[src/rtl/gfp_pkg.sv]
// rtl/gfp_pkg.sv - GF(p) ALU shared op encodings, FSM state type and default width
package gfp_pkg;

  localparam int GFP_WIDTH_DEFAULT = 32;

  localparam logic [1:0] GFP_OP_ADD = 2'd0;
  localparam logic [1:0] GFP_OP_SUB = 2'd1;
  localparam logic [1:0] GFP_OP_MUL = 2'd2;
  localparam logic [1:0] GFP_OP_DIV = 2'd3;

  typedef enum logic [2:0] {
    ST_IDLE,
    ST_EXEC,
    ST_MUL,
    ST_DIV,
    ST_DONE
  } gfp_state_e;

endpackage

[src/rtl/gfp_modaddsub.sv]
// rtl/gfp_modaddsub.sv - combinational (a +/- b) mod p, operands assumed already reduced
module gfp_modaddsub #(
  parameter int WIDTH = 32
) (
  input  logic [WIDTH-1:0] i_a,
  input  logic [WIDTH-1:0] i_b,
  input  logic [WIDTH-1:0] i_prime,
  input  logic             i_sub,
  output logic [WIDTH-1:0] o_y
);

  logic [WIDTH:0] p_ext;
  logic [WIDTH:0] sum;
  logic [WIDTH:0] dif;

  // One extra bit keeps a+b exact even when p is close to 2^WIDTH.
  always_comb begin
    p_ext = {1'b0, i_prime};
    sum   = {1'b0, i_a} + {1'b0, i_b};
    dif   = {1'b0, i_a} - {1'b0, i_b};
    if (i_sub) begin
      if (i_a < i_b) dif = dif + p_ext;
      o_y = dif[WIDTH-1:0];
    end else begin
      if (sum >= p_ext) sum = sum - p_ext;
      o_y = sum[WIDTH-1:0];
    end
  end

endmodule

[src/rtl/gfp_alu.sv]
// rtl/gfp_alu.sv - GF(p) add/sub/mul/div unit with valid/ready request and done pulse
// Divide hardware is built only when GFP_ALU_DIV_EN is defined.
module gfp_alu
  import gfp_pkg::*;
#(
  parameter int WIDTH    = GFP_WIDTH_DEFAULT,
  parameter int ITER_MAX = 2*WIDTH+2
) (
  input  logic             i_clk,
  input  logic             i_rst,
  input  logic             i_valid,
  output logic             o_ready,
  input  logic [1:0]       i_op,
  input  logic [WIDTH-1:0] i_a,
  input  logic [WIDTH-1:0] i_b,
  input  logic [WIDTH-1:0] i_prime,
  output logic [WIDTH-1:0] o_result,
  output logic             o_done,
  output logic             o_err
);

  localparam int CW = $clog2(ITER_MAX+1);

  gfp_state_e       state_q, state_d;
  logic [1:0]       op_q, op_d;
  logic [WIDTH-1:0] a_q, a_d, b_q, b_d, p_q, p_d;
  logic [WIDTH-1:0] acc_q, acc_d, res_q, res_d;
  logic [CW-1:0]    cnt_q, cnt_d;
  logic             perr_q, perr_d, err_q, err_d, done_q, done_d;

  logic [WIDTH-1:0] as_a, as_b, as_y, madd_y, mul_next;
  logic             as_sub;

  // Shared add/sub unit doubles the accumulator while multiplying.
  assign as_a   = (state_q == ST_MUL) ? acc_q : a_q;
  assign as_b   = (state_q == ST_MUL) ? acc_q : b_q;
  assign as_sub = (state_q != ST_MUL) && (op_q == GFP_OP_SUB);

  gfp_modaddsub #(.WIDTH(WIDTH)) u_addsub (
    .i_a(as_a), .i_b(as_b), .i_prime(p_q), .i_sub(as_sub), .o_y(as_y)
  );

  gfp_modaddsub #(.WIDTH(WIDTH)) u_mul_add (
    .i_a(as_y), .i_b(b_q), .i_prime(p_q), .i_sub(1'b0), .o_y(madd_y)
  );

  assign mul_next = a_q[WIDTH-1] ? madd_y : as_y;

`ifdef GFP_ALU_DIV_EN
  logic [WIDTH-1:0] u_q, u_d, v_q, v_d, x1_q, x1_d, x2_q, x2_d, dsub_y;
  logic             u_ge_v;

  function automatic logic [WIDTH-1:0] half_mod(input logic [WIDTH-1:0] x,
                                                input logic [WIDTH-1:0] p);
    return x[0] ? WIDTH'(({1'b0, x} + {1'b0, p}) >> 1) : (x >> 1);
  endfunction

  assign u_ge_v = (u_q >= v_q);

  gfp_modaddsub #(.WIDTH(WIDTH)) u_div_sub (
    .i_a(u_ge_v ? x1_q : x2_q), .i_b(u_ge_v ? x2_q : x1_q),
    .i_prime(p_q), .i_sub(1'b1), .o_y(dsub_y)
  );
`endif

  always_ff @(posedge i_clk) begin
    if (!i_rst) begin
      state_q <= ST_IDLE;
      op_q    <= '0;
      a_q     <= '0;
      b_q     <= '0;
      p_q     <= '0;
      acc_q   <= '0;
      res_q   <= '0;
      cnt_q   <= '0;
      perr_q  <= 1'b0;
      err_q   <= 1'b0;
      done_q  <= 1'b0;
`ifdef GFP_ALU_DIV_EN
      u_q     <= '0;
      v_q     <= '0;
      x1_q    <= '0;
      x2_q    <= '0;
`endif
    end else begin
      state_q <= state_d;
      op_q    <= op_d;
      a_q     <= a_d;
      b_q     <= b_d;
      p_q     <= p_d;
      acc_q   <= acc_d;
      res_q   <= res_d;
      cnt_q   <= cnt_d;
      perr_q  <= perr_d;
      err_q   <= err_d;
      done_q  <= done_d;
`ifdef GFP_ALU_DIV_EN
      u_q     <= u_d;
      v_q     <= v_d;
      x1_q    <= x1_d;
      x2_q    <= x2_d;
`endif
    end
  end

  always_comb begin
    state_d = state_q;
    op_d    = op_q;
    a_d     = a_q;
    b_d     = b_q;
    p_d     = p_q;
    acc_d   = acc_q;
    res_d   = res_q;
    cnt_d   = cnt_q;
    perr_d  = perr_q;
    err_d   = err_q;
    done_d  = 1'b0;
`ifdef GFP_ALU_DIV_EN
    u_d     = u_q;
    v_d     = v_q;
    x1_d    = x1_q;
    x2_d    = x2_q;
`endif
    case (state_q)
      ST_IDLE: begin
        if (i_valid) begin
          op_d   = i_op;
          a_d    = i_a;
          b_d    = i_b;
          p_d    = i_prime;
          acc_d  = '0;
          cnt_d  = '0;
          perr_d = 1'b0;
          case (i_op)
            GFP_OP_MUL: state_d = ST_MUL;
`ifdef GFP_ALU_DIV_EN
            GFP_OP_DIV: begin
              if (i_b != '0) begin
                state_d = ST_DIV;
                u_d     = i_b;
                v_d     = i_prime;
                x1_d    = i_a;
                x2_d    = '0;
              end else begin
                state_d = ST_EXEC;
              end
            end
`endif
            default: state_d = ST_EXEC;
          endcase
        end
      end
      // Reached by add/sub and by every divide that must fail immediately.
      ST_EXEC: begin
        if (op_q == GFP_OP_ADD || op_q == GFP_OP_SUB) begin
          acc_d = as_y;
        end else begin
          acc_d  = '0;
          perr_d = 1'b1;
        end
        state_d = ST_DONE;
      end
      ST_MUL: begin
        acc_d = mul_next;
        a_d   = a_q << 1;
        cnt_d = cnt_q + CW'(1);
        if (cnt_q == CW'(WIDTH-1)) state_d = ST_DONE;
      end
`ifdef GFP_ALU_DIV_EN
      ST_DIV: begin
        cnt_d = cnt_q + CW'(1);
        if (u_q == WIDTH'(1)) begin
          acc_d   = x1_q;
          state_d = ST_DONE;
        end else if (v_q == WIDTH'(1)) begin
          acc_d   = x2_q;
          state_d = ST_DONE;
        end else if (cnt_q >= CW'(ITER_MAX-1)) begin
          acc_d   = '0;
          perr_d  = 1'b1;
          state_d = ST_DONE;
        end else if (!u_q[0]) begin
          u_d  = u_q >> 1;
          x1_d = half_mod(x1_q, p_q);
        end else if (!v_q[0]) begin
          v_d  = v_q >> 1;
          x2_d = half_mod(x2_q, p_q);
        end else if (u_ge_v) begin
          u_d  = u_q - v_q;
          x1_d = dsub_y;
        end else begin
          v_d  = v_q - u_q;
          x2_d = dsub_y;
        end
      end
`endif
      ST_DONE: begin
        res_d   = acc_q;
        err_d   = perr_q;
        done_d  = 1'b1;
        state_d = ST_IDLE;
      end
      default: state_d = ST_IDLE;
    endcase
  end

  assign o_ready  = (state_q == ST_IDLE);
  assign o_result = res_q;
  assign o_done   = done_q;
  assign o_err    = err_q;

endmodule

[config.mk]
export PLATFORM = sky130hd
export DESIGN_NAME = gfp_alu
export DESIGN_NICKNAME = d
export VERILOG_FILES = /design/src/rtl/gfp_pkg.sv /design/src/rtl/gfp_modaddsub.sv /design/src/rtl/gfp_alu.sv
export SDC_FILE = /design/constraint.sdc
export NUM_CORES = 1
export LEC_CHECK = 0
export ABC_CLOCK_PERIOD_IN_PS = 10700
export CAP_MARGIN = 25
export CELL_PAD_IN_SITES_DETAIL_PLACEMENT = 1
export CELL_PAD_IN_SITES_GLOBAL_PLACEMENT = 2
export CORE_MARGIN = 3
export CORE_UTILIZATION = 31
export DETAILED_ROUTE_END_ITERATION = 6
export GPL_ROUTABILITY_DRIVEN = 0
export PLACE_DENSITY_LB_ADDON = 0.05
export SLEW_MARGIN = 0
export SYNTH_ARGS = -nofsm -noshare
export SYNTH_HDL_FRONTEND = slang
export SYNTH_SLANG_ARGS = --single-unit
export TNS_END_PERCENT = 100
[constraint.sdc]
create_clock -name i_clk -period 10.7 [get_ports i_clk]
set_input_delay 1.07 -clock i_clk [delete_from_list [all_inputs] [get_ports i_clk]]
set_output_delay 1.07 -clock i_clk [all_outputs]
set_load 0.01 [all_outputs]
Yosys cells after proc, flatten, opt, wreduce, memory -nomap -nowiden. Cells that the tools add are included.

Logic and storage cells: 65. Bits in registers: 175.

Order comparisons: 3. Muxes and demuxes: 22. Equal/unequal tests: 10. Reductions and logical operators: 12. $add $sub $neg: 7.

Operators by type and width (count): $mux W32 (10); $pmux W32 S3 (1); $sub A32 B32 Y32 (3); $add A32 B32 Y33 (2); $ge A33 B32 Y1 (2); $pmux W32 S2 (1); $add A32 B32 Y32 (1); $lt A32 B32 Y1 (1); $pmux W7 S2 (1); $pmux W3 S3 (1); $reduce_and A2 Y1 (4); $add A7 B1 Y7 const B (1); $eq A7 B5 Y1 const B (1); $mux W7 (1); $mux W3 (2); $ne A2 B2 Y1 const B (2); $reduce_bool A2 Y1 (2); $eq A3 B1 Y1 const B (1); $eq A3 B2 Y1 const B (1); $eq A3 B3 Y1 const B (1); $logic_not A3 Y1 (1); $mux W1 (3); $ne A3 B2 Y1 const B (1); $reduce_and A3 Y1 (1); other kinds (9) (9).

Depth between registers and ports, before layout.
Depth after elaboration: 11. Depth in mapped cells: 56. Gate-level depth less buffers: 49.

Cells and area by module. From an unflattened synthesis, not the netlist that was laid out.

Cell total of the unflattened synthesis: 3349. Area total of the unflattened synthesis: 23308.6 sq um.

By module, submodules not included: gfp_modaddsub (u_mul_add) (cells each 1156, seq. area each 0.0 sq um, area an instance 7958.9 sq um, times used 1); gfp_alu (cells each 1075, seq. area each 3503.4 sq um, area an instance 7748.7 sq um, times used 1); gfp_modaddsub (u_addsub) (cells each 1118, seq. area each 0.0 sq um, area an instance 7601.0 sq um, times used 1).

Worst setup path before layout. Ideal clock, no wire load.

Path kind: flip-flop to flip-flop. Start: register state_q[0]. End: register acc_q[18]. Period minus slack after synthesis: 10413 ps. Buffers on the path: 7. Path slack: 287 ps. Data arrival time: 10278 ps. Stages on the path, launching flop included: 52. Required time: 10564 ps. Cell sequence: dfxtp_1 > clkbuf_1 > nor2_1 > and2_1 > clkbuf_1 > clkbuf_1 > buf_1 > nand2_1 > nand2_1 > ha_1 > nand2b_1 > a21oi_1 > o41ai_2 > o21ai_0 > a21oi_1 > o21bai_1 > a21oi_1 > o21ai_0 > (+16 left out) > nand3_1 > a21oi_1 > o21a_1 > o21a_1 > o31a_1 > o311ai_0 > ha_1 > a21o_1 > a21o_1 > a211oi_1 > o21ai_0 > a31oi_1 > a311oi_1 > nor2_1 > buf_2 > mux2_2 > a22oi_1 > o32ai_1.

Word-level cells in the longest chain between the ends: 11.

RTL lines: start: declaration (RTL line gfp_alu.sv:24) `gfp_state_e state_q, state_d;`; start signal: assignment (RTL line gfp_alu.sv:86) `state_q <= state_d;`; $eq A3 B2 Y1 (RTL line gfp_alu.sv:35, gfp_alu.sv:36, gfp_alu.sv:124); $mux W32, on equally long branches (RTL line gfp_alu.sv:35, gfp_alu.sv:36); $add A32 B32 Y33 / $sub A32 B32 Y32 (equally long branches) (RTL line gfp_modaddsub.sv:19, gfp_modaddsub.sv:20); $sub A32 B32 Y32, or another cell as far along (RTL line gfp_modaddsub.sv:25) `if (sum >= p_ext) sum = sum - p_ext;`; $mux W32, on equally long branches (RTL line gfp_modaddsub.sv:25, gfp_modaddsub.sv:22); $mux W32 (RTL line gfp_modaddsub.sv:21) `if (i_sub) begin`; $add A32 B32 Y33 (RTL line gfp_modaddsub.sv:19) `sum = {1'b0, i_a} + {1'b0, i_b};`; $sub A32 B32 Y32 / $ge A33 B32 Y1 (equally long branches) (RTL line gfp_modaddsub.sv:25); $mux W32 (RTL line gfp_modaddsub.sv:25); $mux W32 (RTL line gfp_alu.sv:47) `assign mul_next = a_q[WIDTH-1] ? madd_y : as_y;`; $pmux W32 S3 (RTL line gfp_alu.sv:124) `case (state_q)`; end signal: assignment (RTL line gfp_alu.sv:73) `acc_q <= '0;`; end signal: assignment (RTL line gfp_alu.sv:91) `acc_q <= acc_d;`; end: declaration (RTL line gfp_alu.sv:27) `logic [WIDTH-1:0] acc_q, acc_d, res_q, res_d;`.

Parallel ways exist; a longest one is shown, timed or not. A chain may end at the register's enable or synchronous reset.

Worst setup path after layout. Same ends and word-level chain as after synthesis.

==> impl_metrics.tcl <==
set metrics [dict create \
    outcome "finished clean" \
    antenna_found_initial 0 \
    hold_viol 0 \
    die_area_mm2 0.0637 \
    h-tree-depth 4 \
    hold_start "o_result[11]" \
    syn-num-nets 3038 \
    die_h_um 252 \
    drtIter0Drc 1498 \
    postLayoutCoreUtil_pct 41.8 \
    grt_usage_pct 28.7 \
    routed_via_density 5.57 \
    grt_pass1_vias 22548 \
    finish.instance_area_mm2 0.0249 \
    netlist_top_cells_count "563 x nand2_1, 312 x a21oi_1, 216 x nor2_1" \
    fin_nets 3468 \
    clock_skew_ns 0.0176 \
    io_buffers 135 \
    synth.most_common_cell "nand2_1" \
    slew_viol_final 0 \
    synth.top_cell.area_share_pct 18.6 \
    grt_max_degree 78 \
    hold_path_depth 2 \
    cts.clk_slew.worst_paths_ns 0.08 \
    hold_path_end "o_result[11]" \
    yosysUniqueCellTypes 86 \
    core-area_mm2 0.0596 \
    worst_setup_path_end_kind "register" \
    areaGrowthSynthToFinish_pct 32.3 \
    period_share_pct 96.6 \
    routed_wl_mm 93.0 \
    cp.arrival_ns 10.68 \
    dp_hpwl_mm 77.7 \
    regToRegEndpoint "acc_q[18]" \
    num_vias 22025 \
    overflow 0 \
    post_drt_wl_per_cell_um 23.5 \
    synth_top_area_cell "dfxtp_1" \
    r2r_cells 48 \
    drc 0 \
    synth-seq-cells 175 \
    synth_area_leaders "dfxtp_1 19%, ha_1 13%, nand2_1 11%" \
    ys_warn_count 0 \
    rows 89 \
    n_antenna_cell 0 \
    initial_core_util_pct 31.6 \
    worstReg2RegStart "state_q[0]" \
    ios 136 \
    clockBufferDepth 2 \
    crit_path_max_incr_delay_ns 0.57 \
    required_ns 11.04 \
    hp-class "register to register" \
    async_flop_share_pct 0 \
    cp-start-kind "register" \
    ctsHoldBuffers 0 \
    timing.slew.headroom_pct 32.6 \
    syn_area_mm2 0.0188 \
    drive_above_1_share_pct 18.0 \
    cp_max_fo 11 \
    r2r_slack_ns 0.36 \
    synth-edff-count 0 \
    numCtsBuffers 17 \
    drv_cap 0 \
    dp.cells 3909 \
    synth_cells 2739 \
    fmax_mhz 96.7 \
    clk_latency_ns 0.51 \
    final_cells 3955 \
    min_period_ns 10.34 \
    route.antenna.remaining_nets 0 \
    cts-root-buf "clkbuf_16" \
    ys.flop_type "dfxtp_1" \
    cts_tree "yes" \
    die_w_um 252 \
    yosysSeqAreaShare_pct 18.6 \
    finalSetupViolCount 0 \
    worst_slew_pin_slew_ns 1.01 \
    cp_slowest_cell "or4_4" \
    cts.sinks 175 \
    crit_path_frequent_cell "buf_4" \
    grt_pass1_wl_mm 138 \
    criticalPathCategory "register to register" \
    drtPass1Iterations 5 \
    syn_area_per_cell_um2 6.87 \
    placed_cell_area_mm2 0.0236 \
]
## area by class of cell
cell class                      count  area (um2)
Inverter                          144         543
Tap cell                          773         967
Clock inverter                     15         211
Sequential cell                   175        3500
Clock buffer                       17         425
Fill cell                        7439       34700
Timing Repair Buffer              547        4480
Multi-Input combinational cell   2284       14800
## worst max-delay path: cells and delay by family, from the launching register on
| family | cells | cell delay, ns |
|---|---|---|
| AO/OA/AOI/OAI | 17 | 3.35 |
| AND/OR/NAND/NOR | 14 | 2.92 |
| buffers and inverters | 10 | 1.46 |
| adder cells (fa/ha/maj) | 4 | 1.28 |
| XOR/XNOR | 2 | 0.43 |
| flip-flops | 1 | 0.35 |
| multiplexers | 1 | 0.33 |
## cell families after synthesis
| family | Yosys count | synth area share (%) |
|---|---|---|
| AO/OA/AOI/OAI | 857 | 29.5 |
| XOR/XNOR | 161 | 7.56 |
| adder cells (fa/ha/maj) | 198 | 13.4 |
| buffers and inverters | 281 | 5.81 |
| flip-flops | 175 | 18.6 |
| multiplexers | 23 | 1.26 |
| AND/OR/NAND/NOR | 1044 | 23.9 |
## placed cells by master, fill, tap and decap left out, types with 11 or more instances in the layout
| cell | synthesis | layout |
|---|---|---|
| xnor2_1 | 114 | 107 |
| or2_2 | 11 | 11 |
| nand3_1 | 53 | 50 |
| dfxtp_1 | 175 | 175 |
| a211oi_1 | 42 | 34 |
| nor2b_1 | 21 | 21 |
| clkdlybuf4s50_1 | 0 | 135 |
| mux2i_1 | 18 | 16 |
| nand4_1 | 30 | 30 |
| a21oi_1 | 312 | 297 |
| o21ai_0 | 137 | 127 |
| nand2_1 | 563 | 560 |
| o21a_1 | 30 | 30 |
| ha_1 | 192 | 188 |
| inv_1 | 142 | 140 |
| buf_4 | 3 | 406 |
| nor2_1 | 216 | 211 |
| nand2b_1 | 30 | 29 |
| o31a_1 | 12 | 12 |
| a211o_1 | 12 | 12 |
| xor2_1 | 46 | 45 |
| a21o_1 | 68 | 68 |
| o211ai_1 | 26 | 26 |
| a311oi_1 | 35 | 34 |
| a31oi_1 | 30 | 28 |
| and3_1 | 21 | 21 |
| a21oi_2 | 0 | 14 |
| o21bai_1 | 27 | 27 |
| clkbuf_16 | 0 | 17 |
| nor3_1 | 52 | 47 |
## worst max-delay path by stage
stage,startpoint,to,slack (ns),depth (start not counted)
after CTS,state_q[0],acc_q[9],0.009,53
after global routing,state_q[0],acc_q[18],-0.05,55
after detailed placement,state_q[0],acc_q[9],-0.45,52
after floorplan,state_q[0],acc_q[18],0.29,51
after global placement,state_q[0],acc_q[9],-0.26,50
final,state_q[0],acc_q[18],0.36,48
## timing repair
| item | 4_1_cts | 5_1_grt |
|---|---|---|
| resized for setup | 11 | 101 |
| buffers inserted | 1 | 12 |
| pin swaps | 3 | 41 |
| cloned | 1 | 0 |
| setup endpoints to repair | 32 | 32 |
## layer usage
| layer | part of all wire (%) | vias up | routed length [um] | track usage [%] |
|---|---|---|---|---|
| li1 | - | 10527 | - | - |
| met5 | 0 | - | 0 | 0 |
| met1 | 50 | 10893 | 46400 | 42.0 |
| met2 | 43 | 512 | 39500 | 44.0 |
| met3 | 5.0 | 93 | 4650 | 3.87 |
| met4 | 2.6 | 0 | 2450 | 7.48 |
## registers in the layout (all words and copies together), names as in the netlist
name and flops:
p_q 32, b_q 32, op_q 2, o_result 32
acc_q 32, a_q 32, o_err 1, state_q 3
perr_q 1, cnt_q 7, o_done 1
## through the flow
step | TNS (ns) | setup WS (ns) | hold slack, ns
floorplan | 0 | 0.287 | 0.431
global placement | -1.28 | -0.256 | 0.443
detailed placement | -8.25 | -0.446 | 0.449
CTS | 0 | 0.00866 | 0.466
global route | -0.138 | -0.0468 | 0.477
finish | 0 | 0.361 | 0.462
Power is not shown: default switching activity piles up to over one toggle a cycle in this logic, so the estimate is an artifact.
